## src/rtl/eq_coef_loader.sv

```systemverilog
// Double-buffered EQ coefficient loader: software writes or fills the shadow bank,
// and a committed bank swap is applied on the next frame sync seen while idle.
module eq_coef_loader #(
    parameter int unsigned ADDR_W = 10,
    parameter int unsigned COEF_W = 16
) (
    input  logic              user_clk,
    input  logic              user_rst_n,
    input  logic [31:0]       ctl_in,
    input  logic              sync_in,
    output logic              coef_we,
    output logic [ADDR_W-1:0] coef_addr,
    output logic [COEF_W-1:0] coef_data,
    output logic              coef_bank,
    output logic              active_bank,
    output logic              busy,
    output logic [15:0]       cmd_count
);

    typedef enum logic [1:0] {StIdle, StWrite, StFill} state_e;

    state_e            state_q, state_d;
    logic [31:0]       ctl_q, ctl_q2;
    logic [ADDR_W-1:0] addr_q, addr_d;
    logic [COEF_W-1:0] coef_q, coef_d;
    logic [ADDR_W-1:0] fill_idx_q, fill_idx_d;
    logic              commit_pending_q, commit_pending_d;
    logic              active_bank_q, active_bank_d;
    logic              coef_we_q, coef_we_d;
    logic [ADDR_W-1:0] coef_addr_q, coef_addr_d;
    logic [COEF_W-1:0] coef_data_q, coef_data_d;
    logic              busy_q, busy_d;
    logic [15:0]       cmd_count_q, cmd_count_d;

    logic wr_edge, commit_edge, swap;

    always_comb begin
        wr_edge          = ctl_q[31] & ~ctl_q2[31];
        commit_edge      = ctl_q[29] & ~ctl_q2[29];
        swap             = commit_pending_q && (state_q == StIdle) && sync_in;

        state_d          = state_q;
        addr_d           = addr_q;
        coef_d           = coef_q;
        fill_idx_d       = fill_idx_q;
        coef_we_d        = 1'b0;
        coef_addr_d      = coef_addr_q;
        coef_data_d      = coef_data_q;
        cmd_count_d      = cmd_count_q;
        commit_pending_d = commit_pending_q;
        active_bank_d    = active_bank_q;
        busy_d           = (state_q != StIdle) | commit_pending_q;

        unique case (state_q)
            StIdle: begin
                if (wr_edge) begin
                    addr_d     = ctl_q[16 +: ADDR_W];
                    coef_d     = ctl_q[COEF_W-1:0];
                    fill_idx_d = '0;
                    state_d    = ctl_q[30] ? StFill : StWrite;
                end
            end
            StWrite: begin
                coef_we_d   = 1'b1;
                coef_addr_d = addr_q;
                coef_data_d = coef_q;
                cmd_count_d = cmd_count_q + 16'd1;
                state_d     = StIdle;
            end
            StFill: begin
                coef_we_d   = 1'b1;
                coef_addr_d = fill_idx_q;
                coef_data_d = coef_q;
                fill_idx_d  = fill_idx_q + 1'b1;
                if (fill_idx_q == {ADDR_W{1'b1}}) begin
                    cmd_count_d = cmd_count_q + 16'd1;
                    state_d     = StIdle;
                end
            end
            default: state_d = StIdle;
        endcase

        // A swap consumes the pending commit; a coincident commit edge is absorbed.
        if (swap) begin
            active_bank_d    = ~active_bank_q;
            commit_pending_d = 1'b0;
        end else if (commit_edge) begin
            commit_pending_d = 1'b1;
        end
    end

    always_ff @(posedge user_clk) begin
        if (!user_rst_n) begin
            state_q          <= StIdle;
            ctl_q            <= '0;
            ctl_q2           <= '0;
            addr_q           <= '0;
            coef_q           <= '0;
            fill_idx_q       <= '0;
            commit_pending_q <= 1'b0;
            active_bank_q    <= 1'b0;
            coef_we_q        <= 1'b0;
            coef_addr_q      <= '0;
            coef_data_q      <= '0;
            busy_q           <= 1'b0;
            cmd_count_q      <= '0;
        end else begin
            state_q          <= state_d;
            ctl_q            <= ctl_in;
            ctl_q2           <= ctl_q;
            addr_q           <= addr_d;
            coef_q           <= coef_d;
            fill_idx_q       <= fill_idx_d;
            commit_pending_q <= commit_pending_d;
            active_bank_q    <= active_bank_d;
            coef_we_q        <= coef_we_d;
            coef_addr_q      <= coef_addr_d;
            coef_data_q      <= coef_data_d;
            busy_q           <= busy_d;
            cmd_count_q      <= cmd_count_d;
        end
    end

    assign coef_we     = coef_we_q;
    assign coef_addr   = coef_addr_q;
    assign coef_data   = coef_data_q;
    assign active_bank = active_bank_q;
    assign coef_bank   = ~active_bank_q;
    assign busy        = busy_q;
    assign cmd_count   = cmd_count_q;

endmodule

```

## config.mk

```make
export PLATFORM = sky130hd
export DESIGN_NAME = eq_coef_loader
export DESIGN_NICKNAME = d
export VERILOG_FILES = /design/src/rtl/eq_coef_loader.sv
export SDC_FILE = /design/constraint.sdc
export NUM_CORES = 1
export LEC_CHECK = 0
export BUFFER_PORTS_ARGS = -buffer_cell sky130_fd_sc_hd__clkbuf_2
export CAP_MARGIN = 30
export CORE_UTILIZATION = 49
export CTS_CLUSTER_SIZE = 25
export DETAILED_ROUTE_END_ITERATION = 16
export GPL_TIMING_DRIVEN = 0
export PLACE_DENSITY = 0.81
export RECOVER_POWER = 25
export SLEW_MARGIN = 5
export SYNTH_ARGS = -nofsm -noshare
export SYNTH_HDL_FRONTEND = slang
export SYNTH_SLANG_ARGS = --single-unit
```

## constraint.sdc

```tcl
create_clock -name user_clk -period 1.9 [get_ports user_clk]
set_input_delay 0.285 -clock user_clk [delete_from_list [all_inputs] [get_ports user_clk]]
set_output_delay 0.285 -clock user_clk [all_outputs]
set_load 0.005 [all_outputs]
```

---- Yosys cells after proc, flatten, opt, wreduce, memory -nomap -nowiden ----
Index checks and enable logic that the tools add are counted.
operators by class
  reductions and logical operators ........ 12
  $add $sub $neg .......................... 2
  eq/ne operators ......................... 5
  bitwise operators ....................... 7
  multiplexer cells ....................... 10
operators with widths
  cell                                                  number
  one-hot mux 10 bit (2 select lines)                   2
  one-hot mux 16 bit (2 select lines)                   1
  adder 16 x 1 -> 16 bit (second input constant)        1
  two-way mux 16 bit                                    1
  adder 10 x 1 -> 10 bit (second input constant)        1
  equality test 10 bit (second input constant)          1
  two-way mux 10 bit                                    1
  AND reduction 2 bit                                   4
  two-way mux 2 bit                                     3
  nonzero test 2 bit                                    3
  != test 2 bit (second input constant)                 2
  NOT 1 bit                                             4
  one-hot mux 2 bit (2 select lines)                    1
  OR reduction 2 bit                                    2
  bitwise AND 1 bit                                     2
  equality test 2 x 1 -> 1 bit (second input constant)  1
  equality test 2 bit (second input constant)           1
  logical AND 1 bit                                     2
  zero test 2 bit                                       1
  two-way mux 1 bit                                     1
  OR 1 bit                                              1
word-level totals
  output and inout bits ................... 46
  input bits .............................. 35
  register bits after elaboration ......... 148

---- Depth between registers and ports, before layout ----
  depth in word-level cells ............... 4
  gate-level depth with buffers ........... 9

---- Worst setup path before layout ----
Ideal clock, no wire load.
  path type ............................... register to register
  from .................................... register state_q[0]
  to ...................................... register fill_idx_q[8]
  buffers on the path ..................... 2
  library setup time ...................... 0.130 ns
  period minus slack after synthesis ...... 1.781 ns
  data arrival time ....................... 1.650 ns
  path slack .............................. 0.119 ns
  stages on the path, launching flop included .. 9
  required time ........................... 1.770 ns
  cells stage by stage .................... dfxtp_1 -> inv_1 -> ha_1 -> buf_2 -> nand2b_1 -> clkbuf_1 -> a2111oi_0 -> xnor2_1 -> nor2_1
between the ends
  word-level cells in the longest chain between the ends .. 3
  elaborated cells between the ends (all ways) .. 6
RTL lines
  what                                                                  RTL line  RTL
  from (decl)                                                           22        state_e state_q, state_d;
  from (signal assigned)                                                94        state_q <= StIdle;
  from (signal assigned)                                                108       state_q <= state_d;
  equality test 2 bit or zero test 2 bit (tied branches)                54        unique case (state_q)
  nonzero test 2 bit (no source line) or != test 2 bit (tied branches)  --
  AND reduction 2 bit (no source line)                                  --
  to (signal assigned)                                                  113       fill_idx_q <= fill_idx_d;
  to (decl)                                                             26        logic [ADDR_W-1:0] fill_idx_q, fill_idx_d;
Several ways; a longest one is shown, not always the timed one.
A chain may end at the register's enable or synchronous reset.

---- Final worst setup path ----
  from .................................... register fill_idx_q[1]
  to ...................................... register cmd_count_q[11] (netlist: cmd_count[11])
between the ends
  word-level cells in the longest chain between the ends .. 3
RTL lines
  what                                  RTL line  RTL
  equality test 10 bit                  75        if (fill_idx_q == {ADDR_W{1'b1}}) begin
  != test 2 bit (no source line)        --
  AND reduction 2 bit (no source line)  --
  to (signal assigned)                  120       cmd_count_q <= cmd_count_d;
  to (decl)                             33        logic [15:0] cmd_count_q, cmd_count_d;
No other way between the ends.

==> summary.txt <==
Run status
  – Result of the run: finished clean

Synthesis
  – Syn Inst Count: 466
  – Seq cells post-synth: 115
  – Ys Warns: 0
  – Syn Nets: 505
  – Top FF cell, synth: dfxtp_1
  – Area share of the largest cell type after synthesis: 0.531
  – Post-synthesis area per instance: 9.31 um2
  – Cell Area, Synth: 0.00434 mm2
  – Post-synth EDFFs: 0
  – Synth area leader: dfxtp_1
  – Register area share after synthesis: 0.531
  – Synth top area cells: dfxtp_1 53%, mux2i_1 8.8%, nand2_1 6.5%
  – Asr flop ratio synth: 0
  – Distinct cell type count of the synthesized netlist: 40

Global route
  – Met1 usage: 0.288
  – Grt met3 use: 0.0561
  – Gr ovfl total: 0
  – Antenna violations before repair: 0
  – Met2 global-route usage: 0.448
  – Total Routing Usage GR: 0.253
  – Global-route wire length before repair: 17200 um
  – GR peak layer: met2
  – Largest net degree at the start of global routing: 17
  – Vias in the first global route: 3640

CTS
  – Worst skew pair latency: 0.53 ns
  – Root buffer cell: clkbuf_8
  – H-tree depth: 4
  – Clock Sinks: 115
  – Clock-pin slew on the worst setup and hold paths: 0.06 ns
  – Maximum clock path buffer count: 2
  – Inserted Clock Buffers: 17
  – CTS tree: yes

Detailed routing
  – Detailed Routing Iterations Pass 1: 6
  – Vias: 3877
  – Post-route ant nets: 0
  – Routed len/inst: 15.9 um
  – Drt total wl: 11300 um
  – Residual DRC: 0
  – Iter 0 DRT Violations: 305
  – Via density: 5.46

Setup path
  – Arr. time, crit path: 2.30 ns
  – Crit-path max FO: 10
  – Worst setup SP type: flip-flop
  – CP required: 2.35 ns
  – WS Path Type: reg2reg
  – Setup crit end kind: flip-flop

Floorplanning
  – Core area: 0.00838 mm2
  – Die footprint: 0.00924 mm2
  – Initial Util: 0.518
  – Row count: 33
  – Num ports: 81
  – Die width: 96.1 um
  – Die H: 96.1 um

Timing
  – Final Hold Vio Count: 0
  – Relative slew slack: 0.603
  – F_max: 540 MHz
  – Worst Tran Pin Value: 0.595 ns
  – Final period utilization: 0.974
  – Setup Skew: 0.00728 ns
  – Hold WS: 0.0255 ns
  – # setup viols final: 0
  – RSZ-0062 raised after global routing: yes
  – Min cycle time layout: 1.85 ns
  – Slew Viols, Final: 0

Place
  – RD Place Congestion: 0.844
  – Port bufs: 77
  – Cells after DPL: 648
  – Detail Placement HPWL: 6720 um
  – DP Area: 0.00486 mm2

Finish
  – Most frequent cells in the layout: 108 x dfxtp_1, 81 x clkbuf_2, 75 x nand2_1
  – Post-layout util: 0.697
  – Layout cells sized above 1: 0.235
  – P&R area growth vs syn: 34.6%
  – FILL cells: 594
  – Nets: 631
  – Design Area, Final: 0.00584 mm2
  – Layout Cells excl Fill: 710
  – Number of diodes: 0
  – Reg area: 0.00231 mm2
  – Most common cell after layout, fill and taps aside: dfxtp_1
  – Footprint of the multi-input gates: 0.00195 mm2

Job
  – Max_cap viols: 0

Pwr
  – Leakage: 2.34 nW
  – Worst VDD drop: 0.000637 V
  – Pwr Density: 1050 mW/mm2
  – Power Total: 6.13 mW

Worst hold path
  – Hold/Removal Path Class: in2reg
-- area by class of cell --
class                      instances  area share
buffer                            28      0.0236
clock buffer                      17      0.0709
clock inverter                    15      0.0298
inverter                           9     0.00579
multi-input combinational        313       0.334
sequential                       115       0.396
tap                              105      0.0225
timing repair buffer             108       0.118
-- where the power goes --
| part | internal, mW | switching [mW] |
|---|---|---|
| clock network | 1.90 | 1.25 |
| registers | 2.50 | 0.0437 |
| logic | 0.193 | 0.235 |
-- stage by stage --
step | worst slack [ns] | setup TNS [ns]
detailed placement | -0.280 | -9.32
finish | 0.0498 | 0
global route | -0.0402 | -0.109
global placement | -0.220 | -5.24
floorplan | 0.119 | 0
CTS | -0.0341 | -0.0640
-- routing by layer --
metal  routed length [um]  vias to the layer above  part of all wire
met4                  266                        0             0.024
met5                    0                        -                 0
li1                     -                     1834                 -
met2                 5770                      172              0.51
met1                 4630                     1840              0.41
met3                  633                       31             0.056
-- worst max-delay path, cell delays in order (launching register included) --
cell and delay (ns):
dfxtp_1 0.45, ha_4 0.21, nand3_1 0.10, o31a_1 0.28, buf_6 0.15, nor4_1 0.36, mux2i_1 0.23
-- final timing paths --
path | from | end | slack (ns) | cells after the start
max | fill_idx_q[1]$_SDFFE_PN0P_ | cmd_count[11]$_SDFFE_PN0P_ | 0.05 | 6
min reg2reg | ctl_q[23]$_SDFF_PN0_ | addr_q[7]$_SDFFE_PN0P_ | 0.43 | 2
max reg2reg | fill_idx_q[1]$_SDFFE_PN0P_ | cmd_count[11]$_SDFFE_PN0P_ | 0.05 | 6
min | ctl_in[30] | ctl_q[30]$_SDFF_PN0_ | 0.03 | 2
-- logic make-up after synthesis --
family	share of synthesized area
simple gates	0.208
flops	0.531
compound gates	0.108
buf+inv	0.0386
mux	0.0877
xor+xnor	0.0161
fa+ha+maj	0.0115
-- cells in the mapped netlist, types with 2 or more instances --
cell,instances
a21oi_1,37
nand4_1,3
a211oi_1,14
dfxtp_1,115
nand3_1,6
nor2_1,41
buf_1,4
and4_1,2
o31ai_1,2
nor4_1,3
o21ai_0,8
xnor2_1,8
ha_1,4
o211ai_1,3
nand2b_1,14
nand2_1,75
mux2i_1,38
clkbuf_1,19
inv_1,9
and2_1,32
a2111oi_0,2
or3_1,2
o2111ai_1,3
o32ai_1,2
and3_1,3
buf_2,3
-- repair_timing --
action / in CTS / in global routing
hold buffers: 28 / 0
buffers inserted: 1 / 2
endpoints found under the setup margin: 63 / 37
endpoints found under the hold margin: 28 / 0
cloned: 0 / 0
pin swaps: 1 / 3
gates resized for setup: 16 / 20
-- flip-flops by register name, summed over array words and instances, names as in the netlist --
name              cells
state_q               2
ctl_q                29
addr_q               10
commit_pending_q      1
coef_addr            10
coef_data            16
busy                  1
coef_q               16
ctl_q2                2
active_bank           1
cmd_count            16
fill_idx_q           10
coef_we               1
No activity file was read; power rests on OpenSTA's default activity.
